[config.mk]
export PLATFORM = sky130hd
export DESIGN_NAME = count_monitor_flat
export DESIGN_NICKNAME = d
export VERILOG_FILES = /design/src/rtl/count_monitor_if.sv /design/src/rtl/count_monitor.sv /design/src/flat_wrapper.sv
export SDC_FILE = /design/constraint.sdc
export NUM_CORES = 1
export LEC_CHECK = 0
export CAP_MARGIN = 20
export CORE_ASPECT_RATIO = 0.6
export CORE_MARGIN = 10
export CORE_UTILIZATION = 48
export DETAILED_ROUTE_END_ITERATION = 10
export GPL_ROUTABILITY_DRIVEN = 0
export PLACE_DENSITY = 0.77
export SLEW_MARGIN = 10
export SYNTH_ARGS = -nofsm -noshare
export SYNTH_HDL_FRONTEND = slang
export SYNTH_SLANG_ARGS = --single-unit
[constraint.sdc]
create_clock -name clk -period 3.9 [get_ports clk]
set_input_delay 0.585 -clock clk [delete_from_list [all_inputs] [get_ports clk]]
set_output_delay 0.585 -clock clk [all_outputs]
set_load 0.005 [all_outputs]
[src/rtl/count_monitor_if.sv]
// ---------------------------------------------------------------------------
// count_monitor_if : monitored-counter bus and checker status  | Rev 1.0
// ---------------------------------------------------------------------------
`default_nettype none

interface count_monitor_if #(
  parameter int WIDTH     = 32,
  parameter int ERR_CNT_W = 16
);
  logic                 en;
  logic [WIDTH-1:0]     cnt_in;
  logic                 cnt_rst;
  logic                 clr_err;
  logic                 locked;
  logic                 err_pulse;
  logic                 err_sticky;
  logic [ERR_CNT_W-1:0] error_count;
  logic [WIDTH-1:0]     bad_value;
  logic [WIDTH-1:0]     bad_expected;
  logic                 wrap_pulse;

  modport master (
    output en, cnt_in, cnt_rst, clr_err,
    input  locked, err_pulse, err_sticky, error_count,
           bad_value, bad_expected, wrap_pulse
  );

  modport slave (
    input  en, cnt_in, cnt_rst, clr_err,
    output locked, err_pulse, err_sticky, error_count,
           bad_value, bad_expected, wrap_pulse
  );
endinterface

`default_nettype wire

[src/rtl/count_monitor.sv]
// ---------------------------------------------------------------------------
// count_monitor : checks a free-running up-counter for +1 steps  | Rev 1.0
// ---------------------------------------------------------------------------
`default_nettype none

module count_monitor #(
  parameter int WIDTH     = 32,
  parameter int ERR_CNT_W = 16,
  parameter int LOCK_N    = 4
) (
  input  wire logic      clk,
  input  wire logic      rst,
  count_monitor_if.slave mon
);

  typedef enum logic [1:0] {
    S_IDLE  = 2'd0,
    S_ACQ   = 2'd1,
    S_CHECK = 2'd2
  } state_t;

  localparam logic [7:0] c_LOCK_N = 8'(LOCK_N);

  state_t               r_state;
  logic [WIDTH-1:0]     r_prev;
  logic                 r_rst_d;
  logic [7:0]           r_good_run;
  logic                 r_locked;
  logic                 r_err_pulse;
  logic                 r_err_sticky;
  logic [ERR_CNT_W-1:0] r_error_count;
  logic [WIDTH-1:0]     r_bad_value;
  logic [WIDTH-1:0]     r_bad_expected;
  logic                 r_wrap_pulse;

  state_t               w_state_nxt;
  logic [WIDTH-1:0]     w_prev_nxt;
  logic [7:0]           w_good_run_nxt;
  logic                 w_locked_nxt;
  logic                 w_err_pulse_nxt;
  logic                 w_err_sticky_nxt;
  logic [ERR_CNT_W-1:0] w_error_count_nxt;
  logic [WIDTH-1:0]     w_bad_value_nxt;
  logic [WIDTH-1:0]     w_bad_expected_nxt;
  logic                 w_wrap_pulse_nxt;
  logic [WIDTH-1:0]     w_expected;
  logic                 w_match;

  // A counter reset seen on the previous edge means the counter now reads 0.
  assign w_expected = r_rst_d ? '0 : r_prev + WIDTH'(1);
  assign w_match    = (mon.cnt_in == w_expected);

  always_comb begin
    w_state_nxt      = r_state;
    w_prev_nxt       = r_prev;
    w_good_run_nxt   = r_good_run;
    w_locked_nxt     = r_locked;
    w_err_pulse_nxt  = 1'b0;
    w_wrap_pulse_nxt = 1'b0;
    // The clear is applied before any mismatch on the same edge.
    w_err_sticky_nxt   = mon.clr_err ? 1'b0 : r_err_sticky;
    w_error_count_nxt  = mon.clr_err ? '0   : r_error_count;
    w_bad_value_nxt    = mon.clr_err ? '0   : r_bad_value;
    w_bad_expected_nxt = mon.clr_err ? '0   : r_bad_expected;

    if (!mon.en) begin
      w_state_nxt    = S_IDLE;
      w_locked_nxt   = 1'b0;
      w_good_run_nxt = '0;
    end else begin
      case (r_state)
        S_IDLE: begin
          w_state_nxt = S_ACQ;
        end
        S_ACQ: begin
          w_prev_nxt     = mon.cnt_in;
          w_good_run_nxt = '0;
          w_locked_nxt   = 1'b0;
          w_state_nxt    = S_CHECK;
        end
        S_CHECK: begin
          // Always resync to the sampled value so one jump costs one error.
          w_prev_nxt = mon.cnt_in;
          if (w_match) begin
            w_good_run_nxt   = (r_good_run >= c_LOCK_N) ? c_LOCK_N : r_good_run + 8'd1;
            w_locked_nxt     = (w_good_run_nxt == c_LOCK_N);
            w_wrap_pulse_nxt = !r_rst_d && (r_prev == '1) && (mon.cnt_in == '0);
          end else begin
            w_err_pulse_nxt = 1'b1;
            w_good_run_nxt  = '0;
            w_locked_nxt    = 1'b0;
            if (!w_err_sticky_nxt) begin
              w_bad_value_nxt    = mon.cnt_in;
              w_bad_expected_nxt = w_expected;
            end
            w_err_sticky_nxt = 1'b1;
            if (w_error_count_nxt != '1)
              w_error_count_nxt = w_error_count_nxt + ERR_CNT_W'(1);
          end
        end
        default: begin
          w_state_nxt = S_IDLE;
        end
      endcase
    end
  end

  always_ff @(posedge clk) begin
    if (rst) begin
      r_state        <= S_IDLE;
      r_prev         <= '0;
      r_rst_d        <= 1'b0;
      r_good_run     <= '0;
      r_locked       <= 1'b0;
      r_err_pulse    <= 1'b0;
      r_err_sticky   <= 1'b0;
      r_error_count  <= '0;
      r_bad_value    <= '0;
      r_bad_expected <= '0;
      r_wrap_pulse   <= 1'b0;
    end else begin
      r_state        <= w_state_nxt;
      r_prev         <= w_prev_nxt;
      r_rst_d        <= mon.cnt_rst;
      r_good_run     <= w_good_run_nxt;
      r_locked       <= w_locked_nxt;
      r_err_pulse    <= w_err_pulse_nxt;
      r_err_sticky   <= w_err_sticky_nxt;
      r_error_count  <= w_error_count_nxt;
      r_bad_value    <= w_bad_value_nxt;
      r_bad_expected <= w_bad_expected_nxt;
      r_wrap_pulse   <= w_wrap_pulse_nxt;
    end
  end

  assign mon.locked       = r_locked;
  assign mon.err_pulse    = r_err_pulse;
  assign mon.err_sticky   = r_err_sticky;
  assign mon.error_count  = r_error_count;
  assign mon.bad_value    = r_bad_value;
  assign mon.bad_expected = r_bad_expected;
  assign mon.wrap_pulse   = r_wrap_pulse;

endmodule

`default_nettype wire

[src/flat_wrapper.sv]
// flat-port wrapper written by rule: the top's interface ports become plain ports
module count_monitor_flat 
#(
  parameter int WIDTH     = 32,
  parameter int ERR_CNT_W = 16,
  parameter int LOCK_N    = 4
)
  (clk, rst, mon_en, mon_cnt_in, mon_cnt_rst, mon_clr_err, mon_locked, mon_err_pulse, mon_err_sticky, mon_error_count, mon_bad_value, mon_bad_expected, mon_wrap_pulse);
  count_monitor_if #(.WIDTH(WIDTH), .ERR_CNT_W(ERR_CNT_W)) mon_i ();
  input  wire logic clk;
  input  wire logic rst;
  input wire logic [$bits(mon_i.en)-1:0] mon_en;
  input wire logic [$bits(mon_i.cnt_in)-1:0] mon_cnt_in;
  input wire logic [$bits(mon_i.cnt_rst)-1:0] mon_cnt_rst;
  input wire logic [$bits(mon_i.clr_err)-1:0] mon_clr_err;
  output wire logic [$bits(mon_i.locked)-1:0] mon_locked;
  output wire logic [$bits(mon_i.err_pulse)-1:0] mon_err_pulse;
  output wire logic [$bits(mon_i.err_sticky)-1:0] mon_err_sticky;
  output wire logic [$bits(mon_i.error_count)-1:0] mon_error_count;
  output wire logic [$bits(mon_i.bad_value)-1:0] mon_bad_value;
  output wire logic [$bits(mon_i.bad_expected)-1:0] mon_bad_expected;
  output wire logic [$bits(mon_i.wrap_pulse)-1:0] mon_wrap_pulse;
  assign mon_i.en = mon_en;
  assign mon_i.cnt_in = mon_cnt_in;
  assign mon_i.cnt_rst = mon_cnt_rst;
  assign mon_i.clr_err = mon_clr_err;
  assign mon_locked = mon_i.locked;
  assign mon_err_pulse = mon_i.err_pulse;
  assign mon_err_sticky = mon_i.err_sticky;
  assign mon_error_count = mon_i.error_count;
  assign mon_bad_value = mon_i.bad_value;
  assign mon_bad_expected = mon_i.bad_expected;
  assign mon_wrap_pulse = mon_i.wrap_pulse;
  count_monitor #(.WIDTH(WIDTH), .ERR_CNT_W(ERR_CNT_W), .LOCK_N(LOCK_N)) u_core (.clk(clk), .rst(rst), .mon(mon_i));
endmodule
# Word level (Yosys, flattened, before mapping)
# Cells that the tools add are included.
[word_totals]
reg_bits = 127
in_bits = 37
out_inout_bits = 84
wordCells = 62
[op_classes]
add_sub_neg = 3
n_lt_le_gt_ge = 1
eq_ne = 6
mux = 27
bitwise_logic = 3
n_reduce_logical = 11
[ops]
columns = ["cell", "count"]
rows = [
  ["$mux 32", 11],
  ["$mux 16", 5],
  ["$add 32x1->32 const B", 1],
  ["$eq 32x32->1", 1],
  ["$eq 32x32->1 const B", 1],
  ["$logic_not 32->1", 1],
  ["$add 16x1->16 const B", 1],
  ["$mux 8", 2],
  ["$ne 16x16->1 const B", 1],
  ["$pmux 8 s2", 1],
  ["$add 8x1->8 const B", 1],
  ["$eq 8x3->1 const B", 1],
  ["$ge 8x3->1 const B", 1],
  ["$mux 1", 6],
  ["$pmux 2 s3", 1],
  ["$reduce_or 2->1", 2],
  ["$reduce_or 4->1", 1],
  ["$not 1->1", 3],
  ["$reduce_or 3->1", 1],
  ["$eq 2x1->1 const B", 1],
  ["$eq 2x2->1 const B", 1],
  ["$logic_and 1x1->1", 2],
  ["$logic_not 2->1", 1],
  ["$pmux 1 s2", 1],
  ["other kinds (3)", 3],
]

# Depth between registers and ports, before layout
# Gate-level depths: netlist of run 1.
[depth]
word_depth = 6
ltp_mapped = 15
mapped_depth_nobuf = 10

# Worst setup path before layout of run 1
# OpenSTA, ideal clock, no wires.
[synth_timing]
path_kind = "register -> register"
from = "register u_core.r_prev[0]"
to = "register u_core.r_good_run[0]"
setup_ns = 0.087
arrival_time_ns = 3.535
t_required_ns = 3.813
slack_ns = 0.278
path_stages_with_launch = 11
path_buffers = 0
period_less_slack_ns = 3.622
cell_sequence = "dfxtp_1 ha_1 nand4_4 or4_4 or3_1 and2_1 o22a_1 or4_1 or4_4 or3_4 o31ai_1"
[synth_via]
elab_chain_cells = 5
[synth_rtl]
columns = ["element", "line_no", "rtl"]
rows = [
  ["start, declared", "count_monitor.sv:25", "logic [WIDTH-1:0] r_prev;"],
  ["start signal, assigned", "count_monitor.sv:123", "r_prev <= w_prev_nxt;"],
  ["$add 32x1->32", "count_monitor.sv:50", "assign w_expected = r_rst_d ? '0 : r_prev + WIDTH'(1);"],
  ["$mux 32", "count_monitor.sv:50", ""],
  ["$eq 32x32->1", "count_monitor.sv:51", "assign w_match = (mon.cnt_in == w_expected);"],
  ["$mux 8", "count_monitor.sv:84", "if (w_match) begin"],
  ["$pmux 8 s2", "count_monitor.sv:71", "case (r_state)"],
  ["end signal, assigned", "count_monitor.sv:125", "r_good_run <= w_good_run_nxt;"],
  ["end, declared", "count_monitor.sv:27", "logic [7:0] r_good_run;"],
]
# No other way between the ends.
# A chain may end at the register's enable or synchronous reset.

# Final worst setup path of run 1
[layout_timing]
from = "register u_core.r_prev[0]"
to = "register u_core.r_good_run[1]"
# Same word-level chain as after synthesis.

==> run summary, run 1 <==
top cells by area, synth -> dfxtp_1, a22o_1, nand2_1
post-synthesis mux area share -> 0.0141
Initial DRC Count -> 1154
Yosys top cell area share -> 0.392
worst path required time -> 4.22 ns
maximum achievable frequency -> 264 MHz
# IOs -> 121
cells on worst reg2reg path -> 11
commonest cells after routing, fill and taps aside -> dfxtp_1, clkdlybuf4s50_1, nand2_1
main combinational cell family by area after synthesis -> simple AND/OR/NAND/NOR gates
Initial Util -> 0.498
CTS Hold Bufs -> 0
Static Leak -> 3.11 nW
Avg WL per Cell -> 21.5 µm
DRC -> 0
Crit path depth -> 11
final setup fails -> 0
CTS tree -> yes
Clock Skews -> 0.00899 ns
Final period util -> 0.973
Setup TNS -> 0 ns
Tmin final -> 3.79 ns
Post-Synth Simple-Gate Area -> 0.282
Util after Layout -> 0.661
max-slew violations -> 0
Int Pwr -> 2.37 mW
sequential cell area fraction in the yosys report -> 0.392
CTS Root Buffer Type -> clkbuf_16
Seq pwr share -> 0.429
CP peak stage delay -> 0.62 ns
Layout Cells excl Fill -> 1087
WP data arrival -> 4.11 ns
Synth async-reset ratio -> 0
crit start category -> flip-flop
GRT Residual Overflow -> 0
cell family with most CP delay -> simple AND/OR/NAND/NOR gates
Pre-Repair DR Iteration Count -> 9
detailed-route wire length -> 23400 µm
P_sw -> 0.763 mW
first-pass GRT wire length -> 35600 µm
Layout area overhead -> 32.6%
Hold Vio Cnt, Final -> 0
cell area after synthesis -> 6480 µm²
Num CTS Buffers -> 17
nets -> 949
power share of the combinational group -> 0.087
Yosys warning count -> 0
CORE AREA -> 13000 µm²
dpl hpwl -> 17000 µm
pin count of the biggest net entering global routing -> 39
WHS Path Cells -> 1
synthesized flop and latch total -> 127
post-synthesis compound-gate area fraction -> 0.222
Clock Latency Late Sink -> 0.41 ns
Synth Area in XOR/XNOR -> 0.0243
Clock Path Buffers -> 2
CP max FO -> 9
crit-path cells -> buf_4 > nand4_1 > or4_4 > buf_4 > o31a_1 > o211ai_1 > nand4_1 > nand4b_1 > or4_4 > or3_4 > o31ai_1
Adder-Cell Fraction of Synth Area -> 0.0135
Mapped Avg Cell Area -> 8.29 µm²
number of synthesized flops with an enable pin -> 0
Primary FF master, synth -> dfxtp_1
dpl cells -> 1050
vias in the first global route -> 6361
vias -> 7006
Crit-path slowest cell -> or4_4
Clock Power Share -> 0.483
status -> completed
dominant cell type by area after synthesis -> dfxtp_1
Antenna Nets Post-Route -> 0
Yosys cell types -> 62
most common cell after layout, fill and taps aside -> dfxtp_1
worst rel slew slack -> 0.593
WP buf/inv -> 2
die area -> 18700 µm²
cell count after synthesis -> 782
clock-pin slew on the worst setup and hold paths -> 0.06 ns
maximum vdd drop -> 0.247 mV
Max-Cap Viols -> 0
num rows -> 32
# diodes -> 0
HP Class -> reg2reg
share of layout cells above drive strength 1 -> 0.100
DR vias/cell -> 6.45
Buffers on Ports -> 120
WS Path Type -> reg2reg
Die Width -> 170 µm
PwrDens -> 365 nW/µm²
Worst Tran Pin Value -> 0.605 ns
gr usage total -> 0.241
Clock Sinks -> 127
CTS H-tree lvls -> 4
sw frac -> 0.243
Setup crit end kind -> flip-flop
initial antenna violation count -> 0
die height -> 110 µm
Total Power -> 3.14 mW
Post-Syn Nets -> 826
## synth_stat cells (14+ instances only)
| cell type | instances |
|---|---|
| nand2_1 | 109 |
| nor4_1 | 28 |
| or4_1 | 15 |
| nor2b_1 | 15 |
| nand4_1 | 27 |
| a21oi_1 | 59 |
| o21ai_0 | 20 |
| nand3_1 | 30 |
| dfxtp_1 | 127 |
| or3_1 | 14 |
| nor2_1 | 41 |
| a22o_1 | 53 |
| inv_1 | 20 |
| clkbuf_1 | 40 |
## state kept, by name, summed over array words and instances (netlist names)
signal / count
u_core.mon.bad_value: 32
u_core.mon.bad_expected: 32
u_core.r_good_run: 8
u_core.r_state: 2
u_core.r_prev: 32
u_core.r_rst_d: 1
u_core.mon.error_count: 16
u_core.mon.err_pulse: 1
u_core.mon.wrap_pulse: 1
u_core.mon.err_sticky: 1
u_core.mon.locked: 1
## per-layer routing
layer,up-vias,part of all wire,global-route usage
met5,-,0,0
met4,0,0.018,0.0511
met3,63,0.14,0.0966
met2,525,0.39,0.331
met1,3265,0.45,0.343
li1,3153,-,-
## cell type report
cell class,instances,area (µm²)
Clock buffer,24,462
Tap cell,170,213
Multi-Input combinational cell,580,3680
Timing Repair Buffer,158,1520
Inverter,21,78.8
Fill cell,1052,4420
Clock inverter,7,87.6
Sequential cell,127,2550
## cells by family (layout without fill, tap and decap cells)
family	count (synthesis)	in the layout
flops	127	127
buf+inv	75	210
simple gates	345	345
mux	9	9
xor+xnor	18	18
compound gates	201	201
fa+ha+maj	7	7
## power groups by stage
stage	registers, mW	logic [mW]	clock network [mW]
after global routing	1.35	0.292	1.59
final	1.35	0.274	1.52
after CTS	1.34	0.260	1.54
after global placement	1.37	0.252	0
after floorplan	1.36	0.144	0
after detailed placement	1.37	0.257	0
## worst paths after layout
path / from / endpoint / slack [ns]
max: u_core.r_prev[0]$_SDFFE_PP0P_ / u_core.r_good_run[1]$_SDFFE_PP0N_ / 0.11
min: u_core.mon.bad_expected[10]$_SDFF_PP0_ / u_core.mon.bad_expected[10]$_SDFF_PP0_ / 0.46
max reg2reg: u_core.r_prev[0]$_SDFFE_PP0P_ / u_core.r_good_run[1]$_SDFFE_PP0N_ / 0.11
min reg2reg: u_core.mon.bad_expected[10]$_SDFF_PP0_ / u_core.mon.bad_expected[10]$_SDFF_PP0_ / 0.46
## stage by stage
| step | cell area, µm² | setup slack [ns] | hold slack, ns |
|---|---|---|---|
| 3_5_place_dp | 7910 | 0.0273 | 0.438 |
| 5_1_grt | 8600 | -0.0112 | 0.484 |
| 6_report | 8600 | 0.106 | 0.461 |
| 4_1_cts | 8460 | 0.00975 | 0.461 |
| 2_1_floorplan | 6480 | 0.278 | 0.426 |
| 3_3_place_gp | 7910 | 0.105 | 0.440 |
## repair_timing
action / 4_1_cts / 5_1_grt
endpoints found under the setup margin: 0 / 85
resized for setup: 0 / 20
setup buffers: 0 / 5
Note: power is estimated with default switching activity, not from simulation.
==> inputs of run 2 (changes only) <==
--- a/config.mk
+++ b/config.mk
@@ -16,3 +16,4 @@
 export SYNTH_ARGS = -nofsm -noshare
 export SYNTH_HDL_FRONTEND = slang
 export SYNTH_SLANG_ARGS = --single-unit
+export TNS_END_PERCENT = 1
==> constraint.sdc (replaced) <==
create_clock -name clk -period 3.2 [get_ports clk]
set_input_delay 0.48 -clock clk [delete_from_list [all_inputs] [get_ports clk]]
set_output_delay 0.48 -clock clk [all_outputs]
set_load 0.005 [all_outputs]
==> run 2 against run 1 <==
Effect of this change:
- die area did not move
- the flow now finishes with violations (negative setup slack)
- critical endpoint is now u_core.mon.bad_expected[5]$_SDFF_PP0_
- utilization rose by 9.2 points
- sequential share of layout area fell by 3.5 points
- combinational power rose by 66%
- critical path type unchanged
- sequential power rose by 21%
- clock power rose by 39%
- worst hold slack got worse by 0.0023 ns
- register-to-register slack got worse by 0.58 ns
==> run summary, run 2 (synthesis results as in run 1) <==
status -> finished with violations
failing checks -> negative setup slack
WHS Path Cells -> 2
Clock Skews -> 0.00906 ns
sw frac -> 0.255
die height -> 110 µm
maximum vdd drop -> 0.341 mV
CORE AREA -> 13000 µm²
Clock Sinks -> 127
CTS Root Buffer Type -> clkbuf_16
detailed-route wire length -> 26800 µm
dpl cells -> 1159
Worst Tran Pin Value -> 0.760 ns
Num CTS Buffers -> 17
Int Pwr -> 3.12 mW
Hold Vio Cnt, Final -> 0
final setup margin -> -0.469 ns
Initial DRC Count -> 1296
Layout area overhead -> 51.1%
Seq pwr share -> 0.388
R2R setup slack -> -0.47 ns
DR vias/cell -> 6.45
crit start category -> flip-flop
final setup fails -> 87
vias -> 7797
Setup crit end kind -> flip-flop
hold path start -> u_core.r_good_run[2]$_SDFFE_PP0N_
maximum achievable frequency -> 273 MHz
Clock Latency Late Sink -> 0.42 ns
fillers -> 911
first-pass GRT wire length -> 40000 µm
CTS H-tree lvls -> 4
Min Hold Slack -> 0.459 ns
pin count of the biggest net entering global routing -> 38
Initial Util -> 0.498
clock-pin slew on the worst setup and hold paths -> 0.06 ns
Static Leak -> 3.82 nW
Antenna Nets Post-Route -> 0
commonest cells after routing, fill and taps aside -> buf_4, clkdlybuf4s50_1, dfxtp_1
num rows -> 32
Buffers on Ports -> 120
Max-Cap Viols -> 0
Layout Cells excl Fill -> 1208
HP Class -> reg2reg
P_sw -> 1.07 mW
power share of the combinational group -> 0.109
PwrDens -> 428 nW/µm²
Tmin final -> 3.67 ns
RR Startpoint -> u_core.r_prev[3]$_SDFFE_PP0P_
Final period util -> 1.15
worst path required time -> 3.57 ns
Pre-Repair DR Iteration Count -> 7
Clock Path Buffers -> 2
most common cell after layout, fill and taps aside -> buf_4
Clock Power Share -> 0.503
dpl hpwl -> 19100 µm
WP data arrival -> 4.04 ns
GRT Residual Overflow -> 0
CP max FO -> 9
max-slew violations -> 0
CTS tree -> yes
FF-to-FF End -> u_core.mon.bad_expected[5]$_SDFF_PP0_
die area -> 18700 µm²
RSZ-0062 raised after global routing -> true
worst rel slew slack -> 0.488
CTS Hold Bufs -> 0
# diodes -> 0
Worst Hold Endpoint -> u_core.r_good_run[2]$_SDFFE_PP0N_
WS Path Type -> reg2reg
vias in the first global route -> 7273
gr usage total -> 0.268
Place WS -> -0.588 ns
Die Width -> 170 µm
# IOs -> 121
Setup TNS -> -34.89 ns
share of layout cells above drive strength 1 -> 0.226
cells on worst reg2reg path -> 12
initial antenna violation count -> 1
nets -> 1069
Total Power -> 4.19 mW
DRC -> 0
Avg WL per Cell -> 22.1 µm
==> run 2: changes by cell type in the layout (fill, tap and decap cells not counted), sizes merged <==
cell / previous run / this run
clkinvlp: 1 / 3
bufinv: 2 / 4
buf: 38 / 154
clkbuf: 24 / 22
clkinv: 5 / 3
inv: 20 / 25
==> run 2: area by class of cell <==
class	count	area [µm²]	area share
repair buffers	278	2540	0.260
multi-input cells	580	3760	0.384
clock buffers	18	429	0.0438
well taps	170	213	0.0217
clock inverters	14	204	0.0208
flip-flops and latches	127	2560	0.262
inverters	21	78.8	0.00805
==> run 2: metal layers <==
metal  up-vias  GRT usage  part of all wire
met2       608      0.381              0.40
met3        81     0.0870              0.15
met1      3705      0.377              0.42
met5         -          0           0.00049
li1       3401          -                 -
met4         2     0.0779             0.022
==> run 2: metrics by stage <==
stage          utilization  instance area [µm²]
2_1_floorplan            -                 6500
3_3_place_gp         0.674                 8770
3_5_place_dp         0.674                 8770
4_1_cts              0.731                 9510
5_1_grt              0.752                 9790
6_report             0.752                 9790
==> run 2: how the worst max path moves through the flow <==
stage / from / end / slack [ns]
finish: u_core.r_prev[3]$_SDFFE_PP0P_ / u_core.mon.bad_expected[5]$_SDFF_PP0_ / -0.47
global route: u_core.r_prev[2]$_SDFFE_PP0P_ / u_core.mon.bad_expected[26]$_SDFF_PP0_ / -0.53
CTS: u_core.r_prev[1]$_SDFFE_PP0P_ / u_core.mon.bad_expected[15]$_SDFF_PP0_ / -0.41
detailed placement: u_core.r_prev[1]$_SDFFE_PP0P_ / u_core.r_good_run[1]$_SDFFE_PP0N_ / -0.59
global placement: u_core.r_prev[1]$_SDFFE_PP0P_ / u_core.mon.bad_expected[20]$_SDFF_PP0_ / -0.57
floorplan: u_core.r_prev[0]$_SDFFE_PP0P_ / u_core.r_good_run[0]$_SDFFE_PP0N_ / -0.29
==> run 2: what timing repair did <==
action,in CTS,in global routing
gates cloned,0,5
setup buffers,6,6
setup endpoints to repair,87,87
pin swaps,6,29
gates resized for setup,22,30
==> run 2: power groups by stage <==
stage               Clock, mW  Combinational, mW  Sequential (mW)
finish                   2.11              0.455             1.63
global route             2.17              0.476             1.63
CTS                      2.11              0.408             1.62
detailed placement          0              0.399             1.66
global placement            0              0.388             1.66
floorplan                   0              0.176             1.65
==> run 2: critical path: stages, from the launching register on <==
cell,delay (ns)
dfxtp_1,0.37
buf_4,0.15
nand4_4,0.14
or4_4,0.52
or3_4,0.35
and2_4,0.17
o22a_1,0.16
or4_4,0.48
or4_4,0.59
a21oi_4,0.20
buf_6,0.19
clkbuf_16,0.17
a22o_1,0.12
==> inputs of run 3 (changes only) <==
--- a/config.mk
+++ b/config.mk
@@ -7,7 +7,6 @@
 export LEC_CHECK = 0
 export CAP_MARGIN = 20
 export CORE_ASPECT_RATIO = 0.6
-export CORE_MARGIN = 10
 export CORE_UTILIZATION = 48
 export DETAILED_ROUTE_END_ITERATION = 10
 export GPL_ROUTABILITY_DRIVEN = 0
@@ -16,4 +15,4 @@
 export SYNTH_ARGS = -nofsm -noshare
 export SYNTH_HDL_FRONTEND = slang
 export SYNTH_SLANG_ARGS = --single-unit
-export TNS_END_PERCENT = 1
+export TNS_END_PERCENT = 20
==> run 3 against run 2 <==
Effect of this change:
- clock-buffer cell count grew 2
- critical path type unchanged
- critical endpoint is now u_core.mon.bad_expected[0]$_SDFF_PP0_
- the run ends with design-rule violations, negative setup slack left
- worst hold slack lost 0.0039 ns
- register-to-register slack lost 0.08 ns
- utilization grew 1.0 points
- via count grew 2.0%
==> run summary, run 3 (synthesis results as in run 1) <==
Layout Cells excl Fill -> 1219
dpl hpwl -> 17900 µm
Total Power -> 4.16 mW
Worst Tran Pin Value -> 0.879 ns
final setup margin -> -0.544 ns
vias in the first global route -> 7346
RSZ-0062 raised after global routing -> true
PwrDens -> 420 nW/µm²
pin count of the biggest net entering global routing -> 38
maximum achievable frequency -> 267 MHz
max-slew violations -> 0
Hold Vio Cnt, Final -> 0
detailed-route wire length -> 27000 µm
worst path required time -> 3.56 ns
die height -> 92.0 µm
die area -> 14000 µm²
CTS Hold Bufs -> 0
status -> finished with violations
# IOs -> 121
share of layout cells above drive strength 1 -> 0.240
WP data arrival -> 4.11 ns
Final period util -> 1.17
DRC -> 20
final setup fails -> 87
HP Class -> reg2reg
failing checks -> design-rule violations, negative setup slack
Setup crit end kind -> flip-flop
num rows -> 32
Max-Cap Viols -> 0
first-pass GRT wire length -> 40600 µm
Antenna Nets Post-Route -> 0
GRT Residual Overflow -> 0
WS Path Type -> reg2reg
hold path start -> u_core.r_good_run[2]$_SDFFE_PP0N_
Tmin final -> 3.74 ns
CTS tree -> yes
CORE AREA -> 13000 µm²
commonest cells after routing, fill and taps aside -> buf_4, clkdlybuf4s50_1, dfxtp_1
dpl cells -> 1170
Initial Util -> 0.498
Num CTS Buffers -> 17
Clock Latency Late Sink -> 0.42 ns
RR Startpoint -> u_core.r_prev[1]$_SDFFE_PP0P_
CTS H-tree lvls -> 4
worst rel slew slack -> 0.409
nets -> 1080
CP max FO -> 18
Avg WL per Cell -> 22.2 µm
most common cell after layout, fill and taps aside -> buf_4
Initial DRC Count -> 1317
Clock Sinks -> 127
maximum vdd drop -> 0.324 mV
Setup crit start -> u_core.r_prev[1]$_SDFFE_PP0P_
clock-pin slew on the worst setup and hold paths -> 0.06 ns
crit start category -> flip-flop
DR vias/cell -> 6.52
# diodes -> 0
gr usage total -> 0.375
initial antenna violation count -> 0
vias -> 7951
Pre-Repair DR Iteration Count -> 11
Layout area overhead -> 53.1%
Clock Skews -> 0.0101 ns
Buffers on Ports -> 120
cells on worst reg2reg path -> 14
Die Width -> 152 µm
Static Leak -> 3.86 nW
Clock Path Buffers -> 2
CTS Root Buffer Type -> clkbuf_16
WHS Path Cells -> 2
[run 3: cell count changes in the layout (fill, tap and decap cells not counted), moves of 3 or more]
| cell | change |
|---|---|
| clkinv_2 | +3 |
| buf_4 | +11 |
| buf_6 | -4 |
| nor4_2 | +4 |
[run 3: metrics by stage]
stage / TNS, ns / hold slack (ns) / instance area (µm²) / utilization / setup slack, ns
3_5_place_dp: -48.91 / 0.444 / 8860 / 0.681 / -0.617
4_1_cts: -26.70 / 0.454 / 9710 / 0.746 / -0.366
6_report: -40.60 / 0.455 / 9920 / 0.763 / -0.544
5_1_grt: -51.66 / 0.484 / 9920 / 0.763 / -0.641
2_1_floorplan: -19.21 / 0.426 / 6500 / - / -0.269
3_3_place_gp: -42.84 / 0.438 / 8860 / 0.681 / -0.551
[run 3: cell type report]
| cell class | instances | area, µm² |
|---|---|---|
| Inverter | 21 | 78.8 |
| Timing Repair Buffer | 289 | 2680 |
| Fill cell | 841 | 3090 |
| Clock inverter | 12 | 155 |
| Tap cell | 170 | 213 |
| Multi-Input combinational cell | 580 | 3770 |
| Clock buffer | 20 | 468 |
| Sequential cell | 127 | 2560 |
[run 3: path summary, 6_finish.rpt]
path | to | slack [ns]
worst max register to register | u_core.mon.bad_expected[0]$_SDFF_PP0_ | -0.54
worst min-delay path | u_core.r_good_run[2]$_SDFFE_PP0N_ | 0.45
worst min register to register | u_core.r_good_run[2]$_SDFFE_PP0N_ | 0.45
worst max-delay path | u_core.mon.bad_expected[0]$_SDFF_PP0_ | -0.54
[run 3: what timing repair did]
action	4_1_cts	5_1_grt
gates resized for setup	36	21
gates cloned	2	4
endpoints found under the setup margin	87	87
pin swaps	67	28
setup buffers	7	4
[run 3: power breakdown]
group          switching, mW  total, mW  leakage [nW]  internal, mW
combinational          0.262      0.468          2.52         0.205
sequential            0.0220       1.62          1.03          1.60
clock                  0.776       2.07         0.302          1.30
[run 3: critical path: stages, from the launching register on]
cell,delay (ns)
dfxtp_4,0.37
ha_4,0.15
nand4_4,0.12
buf_4,0.19
buf_4,0.14
o21ai_0,0.41
a21oi_1,0.16
o31ai_1,0.28
o311ai_0,0.17
or4_4,0.44
or4_4,0.57
a21oi_4,0.17
buf_12,0.18
clkbuf_16,0.19
a22o_1,0.13
[run 3: layer usage]
layer	up-vias	part of all wire	GRT usage	wire length [µm]
met2	720	0.39	0.519	10500
li1	3414	-	-	-
met3	135	0.16	0.141	4330
met4	0	0.036	0.136	972
met5	-	0	0	0
met1	3682	0.41	0.526	11200
